File: src/rtl/traffic_pkg.sv
// Shared types and default timing for the two-approach intersection.
// Lamp vectors are packed {red, yellow, green}.
package traffic_pkg;

  typedef enum logic [2:0] {
    NS_GRN = 3'd0,
    NS_YEL = 3'd1,
    RED_A  = 3'd2,
    EW_GRN = 3'd3,
    EW_YEL = 3'd4,
    RED_B  = 3'd5
  } phase_t;

  typedef logic [2:0] lamp_t;

  localparam lamp_t LAMP_R = 3'b100;
  localparam lamp_t LAMP_Y = 3'b010;
  localparam lamp_t LAMP_G = 3'b001;

  localparam int CNT_W_DEF        = 5;
  localparam int NS_GREEN_MIN_DEF = 10;
  localparam int EW_GREEN_DEF     = 8;
  localparam int YELLOW_T_DEF     = 2;
  localparam int ALL_RED_T_DEF    = 1;

endpackage

File: src/rtl/intersection_controller_if.sv
// Sensor/request inputs and lamp outputs of the intersection controller.
// master drives requests and watches lamps; slave is the controller.
interface intersection_controller_if;

  logic ew_car;
  logic ped_req;
  logic preempt;
  logic ns_red;
  logic ns_yellow;
  logic ns_green;
  logic ew_red;
  logic ew_yellow;
  logic ew_green;
  logic walk;
  logic ped_wait;

  modport master (
    output ew_car, ped_req, preempt,
    input  ns_red, ns_yellow, ns_green,
    input  ew_red, ew_yellow, ew_green,
    input  walk, ped_wait
  );

  modport slave (
    input  ew_car, ped_req, preempt,
    output ns_red, ns_yellow, ns_green,
    output ew_red, ew_yellow, ew_green,
    output walk, ped_wait
  );

endinterface

File: src/rtl/phase_timer.sv
// Phase dwell counter: clears on request, counts up to a limit and holds.
// done is high while the count sits at the limit.
module phase_timer #(
  parameter int CNT_W = 5
) (
  input  logic             clk,
  input  logic             reset,
  input  logic             clr,
  input  logic [CNT_W-1:0] limit,
  output logic             done
);

  logic [CNT_W-1:0] cnt_q, cnt_d;

  always_comb begin
    cnt_d = cnt_q;
    if (clr)
      cnt_d = '0;
    else if (cnt_q < limit)
      cnt_d = cnt_q + CNT_W'(1);
  end

  always_ff @(posedge clk) begin
    if (reset)
      cnt_q <= '0;
    else
      cnt_q <= cnt_d;
  end

  assign done = (cnt_q == limit);

endmodule

File: src/rtl/intersection_controller.sv
// NS-resting intersection sequencer with demand-served EW phase,
// latched pedestrian request and emergency preempt toward NS green.
module intersection_controller
  import traffic_pkg::*;
#(
  parameter int CNT_W        = CNT_W_DEF,
  parameter int NS_GREEN_MIN = NS_GREEN_MIN_DEF,
  parameter int EW_GREEN     = EW_GREEN_DEF,
  parameter int YELLOW_T     = YELLOW_T_DEF,
  parameter int ALL_RED_T    = ALL_RED_T_DEF
) (
  input logic clk,
  input logic reset,
  intersection_controller_if.slave io
);

  phase_t           state_q, state_d;
  logic             ped_q, ped_d;
  logic [CNT_W-1:0] limit;
  logic             done;
  logic             clr;
  logic             demand;
  lamp_t            ns_lamp, ew_lamp;
  logic             walk;

  always_comb begin
    limit = '0;
    unique case (state_q)
      NS_GRN:  limit = CNT_W'(NS_GREEN_MIN);
      NS_YEL:  limit = CNT_W'(YELLOW_T);
      RED_A:   limit = CNT_W'(ALL_RED_T);
      EW_GRN:  limit = CNT_W'(EW_GREEN);
      EW_YEL:  limit = CNT_W'(YELLOW_T);
      RED_B:   limit = CNT_W'(ALL_RED_T);
      default: limit = '0;
    endcase
  end

  assign demand = io.ew_car | ped_q;

  always_comb begin
    state_d = state_q;
    unique case (state_q)
      NS_GRN:  if (done && demand && !io.preempt)
                 state_d = NS_YEL;
      NS_YEL:  if (done) state_d = RED_A;
      RED_A:   if (done) state_d = EW_GRN;
      // preempt cuts EW green short; clearance states keep timing
      EW_GRN:  if (done || io.preempt)
                 state_d = EW_YEL;
      EW_YEL:  if (done) state_d = RED_B;
      RED_B:   if (done) state_d = NS_GRN;
      default: state_d = RED_B;
    endcase
  end

  assign clr = (state_d != state_q);

  always_comb begin
    ped_d = ped_q;
    if (io.ped_req && state_q != EW_GRN)
      ped_d = 1'b1;
    if (state_q != EW_GRN && state_d == EW_GRN)
      ped_d = 1'b0;
  end

  always_ff @(posedge clk) begin
    if (reset) begin
      state_q <= RED_B;
      ped_q   <= 1'b0;
    end else begin
      state_q <= state_d;
      ped_q   <= ped_d;
    end
  end

  phase_timer #(
    .CNT_W (CNT_W)
  ) u_timer (
    .clk   (clk),
    .reset (reset),
    .clr   (clr),
    .limit (limit),
    .done  (done)
  );

  always_comb begin
    ns_lamp = LAMP_R;
    ew_lamp = LAMP_R;
    walk    = 1'b0;
    unique case (1'b1)
      (state_q == NS_GRN): ns_lamp = LAMP_G;
      (state_q == NS_YEL): ns_lamp = LAMP_Y;
      (state_q == EW_GRN): begin
        ew_lamp = LAMP_G;
        walk    = 1'b1;
      end
      (state_q == EW_YEL): ew_lamp = LAMP_Y;
      default: ;
    endcase
  end

  assign io.ns_red    = ns_lamp[2];
  assign io.ns_yellow = ns_lamp[1];
  assign io.ns_green  = ns_lamp[0];
  assign io.ew_red    = ew_lamp[2];
  assign io.ew_yellow = ew_lamp[1];
  assign io.ew_green  = ew_lamp[0];
  assign io.walk      = walk;
  assign io.ped_wait  = ped_q;

endmodule

File: src/flat_wrapper.sv
// flat-port wrapper written by rule: the top's interface ports become plain ports
module intersection_controller_flat import traffic_pkg::*;
#(
  parameter int CNT_W        = CNT_W_DEF,
  parameter int NS_GREEN_MIN = NS_GREEN_MIN_DEF,
  parameter int EW_GREEN     = EW_GREEN_DEF,
  parameter int YELLOW_T     = YELLOW_T_DEF,
  parameter int ALL_RED_T    = ALL_RED_T_DEF
)
  (clk, reset, io_ew_car, io_ped_req, io_preempt, io_ns_red, io_ns_yellow, io_ns_green, io_ew_red, io_ew_yellow, io_ew_green, io_walk, io_ped_wait);
  intersection_controller_if io_i ();
  input logic clk;
  input logic reset;
  input wire logic [$bits(io_i.ew_car)-1:0] io_ew_car;
  input wire logic [$bits(io_i.ped_req)-1:0] io_ped_req;
  input wire logic [$bits(io_i.preempt)-1:0] io_preempt;
  output wire logic [$bits(io_i.ns_red)-1:0] io_ns_red;
  output wire logic [$bits(io_i.ns_yellow)-1:0] io_ns_yellow;
  output wire logic [$bits(io_i.ns_green)-1:0] io_ns_green;
  output wire logic [$bits(io_i.ew_red)-1:0] io_ew_red;
  output wire logic [$bits(io_i.ew_yellow)-1:0] io_ew_yellow;
  output wire logic [$bits(io_i.ew_green)-1:0] io_ew_green;
  output wire logic [$bits(io_i.walk)-1:0] io_walk;
  output wire logic [$bits(io_i.ped_wait)-1:0] io_ped_wait;
  assign io_i.ew_car = io_ew_car;
  assign io_i.ped_req = io_ped_req;
  assign io_i.preempt = io_preempt;
  assign io_ns_red = io_i.ns_red;
  assign io_ns_yellow = io_i.ns_yellow;
  assign io_ns_green = io_i.ns_green;
  assign io_ew_red = io_i.ew_red;
  assign io_ew_yellow = io_i.ew_yellow;
  assign io_ew_green = io_i.ew_green;
  assign io_walk = io_i.walk;
  assign io_ped_wait = io_i.ped_wait;
  intersection_controller #(.CNT_W(CNT_W), .NS_GREEN_MIN(NS_GREEN_MIN), .EW_GREEN(EW_GREEN), .YELLOW_T(YELLOW_T), .ALL_RED_T(ALL_RED_T)) u_core (.clk(clk), .reset(reset), .io(io_i));
endmodule
File: config.mk
export PLATFORM = sky130hd
export DESIGN_NAME = intersection_controller_flat
export DESIGN_NICKNAME = d
export VERILOG_FILES = /design/src/rtl/traffic_pkg.sv /design/src/rtl/intersection_controller_if.sv /design/src/rtl/phase_timer.sv /design/src/rtl/intersection_controller.sv /design/src/flat_wrapper.sv
export SDC_FILE = /design/constraint.sdc
export NUM_CORES = 1
export LEC_CHECK = 0
export BUFFER_PORTS_ARGS = -buffer_cell sky130_fd_sc_hd__buf_2
export CORE_MARGIN = 2
export CORE_UTILIZATION = 40
export DETAILED_ROUTE_END_ITERATION = 16
export PLACE_DENSITY = 0.59
export SLEW_MARGIN = 40
export SYNTH_ARGS = -nofsm -noshare
export SYNTH_HDL_FRONTEND = slang
export SYNTH_SLANG_ARGS = --single-unit
File: constraint.sdc
create_clock -name clk -period 2.8 [get_ports clk]
set_input_delay 0.42 -clock clk [delete_from_list [all_inputs] [get_ports clk]]
set_output_delay 0.42 -clock clk [all_outputs]
set_load 0.005 [all_outputs]
==> results of run 1 <==
## power breakdown
group,total (mW),internal (mW),switching (mW)
clock network,0.0963,0.0547,0.0417
registers,0.200,0.156,0.0439
logic,0.403,0.200,0.203
## cells in the mapped netlist (2+ instances only)
library cell / count
clkbuf_1: 2
dfxtp_1: 9
ha_1: 4
inv_2: 2
nand2_1: 8
nand3_1: 2
nor2_1: 15
nor3_1: 2
o211ai_1: 2
o21ai_1: 2
o21ba_1: 2
xor2_1: 2
## layer usage
metal	part of all wire, %	vias up	global-route usage, %
li1	-	292	-
met1	50	244	22.5
met2	42	23	19.7
met3	6.8	2	1.29
met4	1.2	0	9.38
met5	0	-	0
## registers in the layout, summed over array words and instances (netlist names)
signal	flops
u_core.io.ped_wait	1
u_core.state_q	3
u_core.u_timer.cnt_q	5
## stage by stage
stage / hold WS (ps) / power [mW] / utilization [%] / setup slack (ps) / cells
floorplan: 478 / 0.521 / - / 459 / 73
global placement: 510 / 0.604 / 49.3 / 500 / 98
detailed placement: 508 / 0.603 / 49.3 / 445 / 98
CTS: 382 / 0.707 / 51.3 / 427 / 102
global route: 385 / 0.764 / 51.3 / 335 / 102
finish: 399 / 0.699 / 51.3 / 456 / 102
## worst max-delay path by stage
stage / to / slack [ps] / depth (start not counted)
CTS: u_core.u_timer.cnt_q[4]$_SDFFE_PP0N_ / 430 / 7
finish: u_core.u_timer.cnt_q[4]$_SDFFE_PP0N_ / 460 / 7
detailed placement: u_core.u_timer.cnt_q[4]$_SDFFE_PP0N_ / 440 / 7
global route: u_core.u_timer.cnt_q[4]$_SDFFE_PP0N_ / 340 / 7
global placement: u_core.u_timer.cnt_q[4]$_SDFFE_PP0N_ / 500 / 7
floorplan: u_core.u_timer.cnt_q[4]$_SDFFE_PP0N_ / 460 / 8
## area by class of cell
type | instances | area [um^2]
Multi-Input combinational cell | 59 | 388
Tap cell | 15 | 18.8
Timing Repair Buffer | 12 | 60.1
Inverter | 3 | 11.3
Fill cell | 132 | 649
Sequential cell | 9 | 180
Clock buffer | 4 | 26.3
## kinds of logic after synthesis
group                    after synthesis  synth area share, %
buffers and inverters                  5                 3.20
AND/OR/NAND/NOR                       35                 30.5
flip-flops                             9                 30.7
XOR/XNOR                               3                 4.48
multiplexers                           1                 1.71
AO/OA/AOI/OAI                         16                 20.9
adder cells (fa/ha/maj)                4                 8.53
==> results.json, run 1 <==
{
  "rsz0062_at_grt": "false",
  "dp_hpwl_um": 935,
  "worst_clock_skew_ps": 0.630,
  "path_clk_slew_ps": 60,
  "worst_slew_pin_slew_ps": 396,
  "min_from": "reset",
  "placed_area_um2": 658,
  "finalWirelength_mm": 1.19,
  "grt_max_degree": 14,
  "overflow": 0,
  "die_area_mm2": 0.00179,
  "relSlewSlack_pct": 73.6,
  "start_util_pct": 44.0,
  "startpoint_type": "flop",
  "routedWlPerCell_um": 11.7,
  "ios": 13,
  "critPathKind": "flop to flop",
  "synth_enable_flop_cells": 0,
  "cts_hold_buf": 0,
  "crit_slowest_cell": "dfxtp_1",
  "hold_depth": 2,
  "post_cts_resized": 0,
  "yosys_register_bits": 9,
  "dr.pass1.iters": 4,
  "status": "completed",
  "synth_nets": 82,
  "worstSetupStartpoint": "u_core.state_q[2]$_SDFF_PP1_",
  "clkSinkCount": 9,
  "slew_violations": 0,
  "setup_violations": 0,
  "cts_max_path_buffers": 2,
  "reg2reg_from": "u_core.state_q[2]$_SDFF_PP1_",
  "cts_root_buf": "clkbuf_4",
  "synth_cell_types": 33,
  "fmax_mhz": 427,
  "portBuffers": 12,
  "routed-via-count": 561,
  "powerDensity_mw_per_mm2": 1020,
  "hold_viol_final": 0,
  "grt_pass1_wl_mm": 2.04,
  "rows": 13,
  "whs_endpoint": "u_core.state_q[1]$_SDFF_PP0_",
  "mostFrequentLayoutCells": "nor2_1, buf_2, dfxtp_1, nand2_1, ha_1",
  "fin_setup_tns_ps": 0,
  "reg2reg_slack_ps": 460,
  "critPathTopFamily": "simple AND/OR/NAND/NOR gates",
  "crit_path_end_kind": "flop",
  "synthFlopType": "dfxtp_1",
  "syn_avg_cell_area_um2": 8.04,
  "fin_crit_ps": 2340,
  "die_h_um": 42.3,
  "grt.total_usage_pct": 14.9,
  "chipWidth_um": 42.3,
  "hp-class": "input pin to flop",
  "cts_inserted_buffers": 3,
  "crit_buf_inv": 0,
  "synth_top_area_share_pct": 30.7,
  "reg2reg_depth": 7,
  "first_iter_violations": 13,
  "reg2reg_to": "u_core.u_timer.cnt_q[4]$_SDFFE_PP0N_",
  "routabilityCongestion": 0.835,
  "async_reset_ff_share_pct": 0,
  "final_common_cell": "nor2_1",
  "ant_nets": 0,
  "yosysWarnings": 0,
  "period_share_pct": 83.7,
  "core_mm2": 0.00133,
  "cp.arrival_ps": 2540,
  "synth_area_leader_cell": "dfxtp_1",
  "peakVddDrop_uv": 433,
  "cp.required_ps": 3000,
  "area_growth_pct": 16.6,
  "post-route-cell-area_um2": 684,
  "final_net_count": 97,
  "p_leak_nw": 0.305,
  "cts_max_level": 1,
  "worstSkewPairLatency_ps": 250,
  "max_stage_delay_ps": 560,
  "cp_cell_sequence": "nor3b_1 > nor2_1 > ha_1 > and4bb_4 > and2_4 > a221o_2 > o21ba_1",
  "antenna_found_initial": 0,
  "vias_per_cell": 5.50,
  "post-cts-setup-buffers": 0,
  "synth_area_um2": 587,
  "cts_tree": "yes",
  "maxCapViolations": 0,
  "n_antenna_cell": 0,
  "grt_pass1_vias": 478,
  "seq_area_frac_synth_pct": 30.7,
  "drc": 0,
  "drive_gt1_share_pct": 26.4,
  "crit_path_max_fanout": 13,
  "syn_inst": 73,
  "synthTopCellsByArea": "dfxtp_1, nor2_1, ha_1, nand2_1, o21ba_1"
}
No activity file was read; power rests on OpenSTA's default activity.
==> run 2, diff against run 1 <==
==> constraint.sdc (replaced) <==
create_clock -name clk -period 2.4 [get_ports clk]
set_input_delay 0.36 -clock clk [delete_from_list [all_inputs] [get_ports clk]]
set_output_delay 0.36 -clock clk [all_outputs]
set_load 0.005 [all_outputs]
==> results.json, run 2 (same netlist as run 1, synthesis figures left out) <==
{
  "status": "completed",
  "cts_inserted_buffers": 3,
  "drive_gt1_share_pct": 28.9,
  "final_net_count": 100,
  "routed-via-count": 563,
  "worstSkewPairLatency_ps": 260,
  "antenna_found_initial": 0,
  "mostFrequentLayoutCells": "nor2_1, buf_2, dfxtp_1, nand2_1, ha_1",
  "first_iter_violations": 24,
  "clkSinkCount": 9,
  "cts_root_buf": "clkbuf_4",
  "vias_per_cell": 5.36,
  "rsz0062_at_grt": "false",
  "largest_register_ffs": 5,
  "critPathKind": "flop to flop",
  "peakVddDrop_uv": 542,
  "fmax_mhz": 456,
  "portBuffers": 12,
  "cp.required_ps": 2600,
  "dr.pass1.iters": 4,
  "rows": 13,
  "cp.arrival_ps": 2400,
  "largest-register": "u_core.u_timer.cnt_q",
  "crit_path_max_fanout": 7,
  "slew_violations": 0,
  "post-cts-setup-buffers": 0,
  "ios": 13,
  "cts_tree": "yes",
  "crit_slowest_cell": "dfxtp_1",
  "setup_violations": 0,
  "worst_slew_pin_slew_ps": 359,
  "cts_max_path_buffers": 2,
  "die_area_mm2": 0.00179,
  "start_util_pct": 44.0,
  "core_mm2": 0.00133,
  "fillers": 124,
  "cp_common_cell": "nor2_1",
  "period_share_pct": 91.4,
  "dp_hpwl_um": 999,
  "routabilityCongestion": 0.863,
  "fin_setup_tns_ps": 0,
  "hold_viol_final": 0,
  "max_stage_delay_ps": 460,
  "area_growth_pct": 20.5,
  "fin_crit_ps": 2190,
  "hp-class": "input pin to flop",
  "cts_max_level": 1,
  "finalWirelength_mm": 1.22,
  "maxCapViolations": 0,
  "cp_cell_sequence": "nand2_1 > nor2_1 > nor2_1 > ha_1 > and4bb_4 > and2_4 > a221o_2 > o21ba_1",
  "p_leak_nw": 0.321,
  "routedWlPerCell_um": 11.6,
  "cts_hold_buf": 0,
  "grt_max_degree": 13,
  "drc": 0,
  "overflow": 0,
  "chipWidth_um": 42.3,
  "grt_pass1_wl_mm": 2.09,
  "final_common_cell": "nor2_1",
  "post_cts_resized": 0,
  "grt.total_usage_pct": 15.7,
  "crit_path_end_kind": "flop",
  "grt_pass1_vias": 479,
  "startpoint_type": "flop",
  "die_h_um": 42.3,
  "worst_clock_skew_ps": 4.20,
  "n_antenna_cell": 0,
  "utilization_pct": 53.0,
  "path_clk_slew_ps": 60,
  "ant_nets": 0,
  "relSlewSlack_pct": 76.0,
  "powerDensity_mw_per_mm2": 1170
}
run 2: changes by cell type in the layout (fill, tap and decap cells not counted):
cell | before | now
buf_4 | 0 | 3
run 2: layer usage:
metal / global-route usage, % / part of all wire, % / vias to the layer above
met4: 11.3 / 2.5 / 0
met5: 0 / 0 / -
met1: 23.2 / 52 / 232
met3: 2.59 / 7.5 / 4
li1: - / - / 299
met2: 19.7 / 38 / 28
run 2: critical path: cells and delay by family, from the launching register on:
| kind | cells | cell delay, ps |
|---|---|---|
| compound gates | 2 | 590 |
| fa+ha+maj | 1 | 300 |
| simple gates | 5 | 790 |
| flops | 1 | 460 |
run 2: metrics by stage:
| stage | std cells | power (mW) | instance area, um^2 | setup slack, ps | hold slack, ps |
|---|---|---|---|---|---|
| after detailed placement | 101 | 0.715 | 681 | 221 | 512 |
| after floorplan | 73 | 0.607 | 587 | 59.1 | 433 |
| final | 105 | 0.825 | 707 | 207 | 324 |
| after global placement | 101 | 0.718 | 681 | 280 | 511 |
| after CTS | 105 | 0.833 | 707 | 210 | 323 |
| after global routing | 105 | 0.912 | 707 | 40.1 | 316 |
run 2: worst paths after layout:
path                                   startpoint                                   end  slack (ps)  depth (start not counted)
min                                         reset          u_core.state_q[1]$_SDFF_PP0_         320                          2
max reg2reg          u_core.state_q[0]$_SDFF_PP1_  u_core.u_timer.cnt_q[4]$_SDFFE_PP0N_         210                          8
min reg2reg  u_core.u_timer.cnt_q[4]$_SDFFE_PP0N_  u_core.u_timer.cnt_q[4]$_SDFFE_PP0N_         520                          1
max                  u_core.state_q[0]$_SDFF_PP1_  u_core.u_timer.cnt_q[4]$_SDFFE_PP0N_         210                          8
run 2: power by group:
group / leakage (nW) / switching (mW) / internal (mW)
registers: 0.0737 / 0.0323 / 0.183
clock network: 0.0150 / 0.0508 / 0.0639
logic: 0.232 / 0.252 / 0.244
run 2: cell type report:
| cell class | count | area (um^2) | share of cell area, % |
|---|---|---|---|
| Multi-Input combinational cell | 59 | 388 | 54.9 |
| Sequential cell | 9 | 180 | 25.5 |
| Timing Repair Buffer | 15 | 82.6 | 11.7 |
| Clock buffer | 4 | 26.3 | 3.72 |
| Tap cell | 15 | 18.8 | 2.65 |
| Inverter | 3 | 11.3 | 1.59 |
==> run 3, diff against run 2 <==
--- a/config.mk
+++ b/config.mk
@@ -9,6 +9,7 @@
 export CORE_MARGIN = 2
 export CORE_UTILIZATION = 40
 export DETAILED_ROUTE_END_ITERATION = 16
+export GPL_ROUTABILITY_DRIVEN = 0
 export PLACE_DENSITY = 0.59
 export SLEW_MARGIN = 40
 export SYNTH_ARGS = -nofsm -noshare
==> constraint.sdc (replaced) <==
create_clock -name clk -period 2.4 [get_ports clk]
set_input_delay 0.36 -clock clk [delete_from_list [all_inputs] [get_ports clk]]
set_output_delay 0.36 -clock clk [all_outputs]
set_load 0.01 [all_outputs]
==> results.json, run 3 (same netlist as run 1, synthesis figures left out) <==
{
  "startpoint_type": "flop",
  "vias_per_cell": 5.46,
  "post-cts-setup-buffers": 0,
  "rows": 13,
  "whs_endpoint": "u_core.state_q[1]$_SDFF_PP0_",
  "finalPower_uw": 845,
  "n_antenna_cell": 0,
  "reg2reg_from": "u_core.state_q[1]$_SDFF_PP0_",
  "grt_pass1_wl_mm": 2.26,
  "hp-class": "input pin to flop",
  "largest_register_ffs": 5,
  "grt.total_usage_pct": 17.0,
  "period_share_pct": 90.4,
  "cp.arrival_ps": 2370,
  "clkSinkCount": 9,
  "portBuffers": 12,
  "cts_inserted_buffers": 3,
  "grt_pass1_vias": 511,
  "die_area_mm2": 0.00179,
  "rsz0062_at_grt": "false",
  "fillers": 133,
  "worstSkewPairLatency_ps": 250,
  "ios": 13,
  "relSlewSlack_pct": 80.1,
  "cts_tree": "yes",
  "first_iter_violations": 8,
  "top_layer": "met4",
  "finalWirelength_mm": 1.27,
  "core_mm2": 0.00133,
  "status": "completed",
  "antenna_found_initial": 0,
  "crit_path_end_kind": "flop",
  "die_h_um": 42.3,
  "routedWlPerCell_um": 12.3,
  "fin_crit_ps": 2170,
  "dp_hpwl_mm": 1.02,
  "final_common_cell": "nor2_1",
  "powerDensity_mw_per_mm2": 1200,
  "p_leak_nw": 0.317,
  "reg2reg_slack_ps": 230,
  "worstSetupStartpoint": "u_core.state_q[1]$_SDFF_PP0_",
  "fin_setup_tns_ps": 0,
  "fmax_mhz": 461,
  "cts_root_buf": "clkbuf_4",
  "hold_depth": 2,
  "reg2reg_to": "u_core.u_timer.cnt_q[4]$_SDFFE_PP0N_",
  "mostFrequentLayoutCells": "nor2_1, buf_2, nand2_1, dfxtp_1, ha_1",
  "cts_max_level": 1,
  "wl_met2_um": 523,
  "setup_violations": 0,
  "drive_gt1_share_pct": 30.3,
  "min_from": "reset",
  "final_net_count": 99,
  "largest-register": "u_core.u_timer.cnt_q",
  "dr.pass1.iters": 4,
  "cp.required_ps": 2600,
  "hold_viol_final": 0,
  "area_growth_pct": 20.3,
  "grt_max_degree": 9,
  "start_util_pct": 44.0,
  "drt-met1-wl_um": 655,
  "worst_clock_skew_ps": 0.350,
  "worst_slew_pin_slew_ps": 298,
  "slew_violations": 0,
  "reg2reg_depth": 8,
  "cts_max_path_buffers": 2,
  "peakVddDrop_uv": 589,
  "maxCapViolations": 0,
  "wl_met3_um": 81,
  "chipWidth_um": 42.3,
  "utilization_pct": 52.9,
  "path_clk_slew_ps": 60,
  "drc": 0,
  "routed-via-count": 568,
  "cts_hold_buf": 0,
  "overflow": 0,
  "crit_path_max_fanout": 5,
  "critPathKind": "flop to flop",
  "ant_nets": 0
}
[run 3: cell count changes in the layout (fill, tap and decap cells not counted)]
cell / delta
nor3b_1: -1
buf_4: -1
nor3b_2: +1
dfxtp_1: -1
dfxtp_2: +1
[run 3: per-stage QoR]
step | hold WS [ps] | instances | setup slack, ps | area (um^2)
after floorplan | 433 | 73 | 31.9 | 592
after global placement | 514 | 100 | 261 | 678
after detailed placement | 517 | 100 | 159 | 678
after CTS | 320 | 104 | 136 | 704
after global routing | 320 | 104 | 25.6 | 706
final | 334 | 104 | 230 | 706
[run 3: repair_timing]
action                                 4_1_cts  5_1_grt
setup endpoints to repair                    0        1
endpoints found under the hold margin        0        0
resized for setup                            0        1
[run 3: layout make-up]
class / count / area (um^2) / share of cell area [%]
Sequential cell: 9 / 181 / 25.7
Timing Repair Buffer: 14 / 75.1 / 10.6
Inverter: 3 / 11.3 / 1.60
Tap cell: 15 / 18.8 / 2.66
Clock buffer: 4 / 26.3 / 3.72
Multi-Input combinational cell: 59 / 393 / 55.7
[run 3: worst max-delay path, cell delays in order (launching register included)]
cell and delay (ps):
dfxtp_1 420, nand2_1 130, nor2_1 180, nor2_1 80
ha_1 320, and4bb_4 220, and2_4 170, a221o_2 370
o21ba_1 230
[run 3: how the worst max path moves through the flow]
stage                                                       to  slack (ps)  cells after the start
after global placement    u_core.u_timer.cnt_q[4]$_SDFFE_PP0N_         260                      8
after floorplan           u_core.u_timer.cnt_q[4]$_SDFFE_PP0N_          30                      9
after detailed placement  u_core.u_timer.cnt_q[4]$_SDFFE_PP0N_         160                      8
final                     u_core.u_timer.cnt_q[4]$_SDFFE_PP0N_         230                      8
after CTS                 u_core.u_timer.cnt_q[4]$_SDFFE_PP0N_         140                      8
after global routing      u_core.u_timer.cnt_q[4]$_SDFFE_PP0N_          30                      8
[run 3: power breakdown]
part	internal, mW	switching, mW
Combinational	0.245	0.265
Clock	0.0638	0.0489
Sequential	0.184	0.0388
Total	0.493	0.353
[run 3: routing by layer]
metal	up-vias	track usage [%]
li1	293	-
met1	255	23.3
met2	18	24.3
met3	2	2.59
met4	0	11.3
met5	-	0
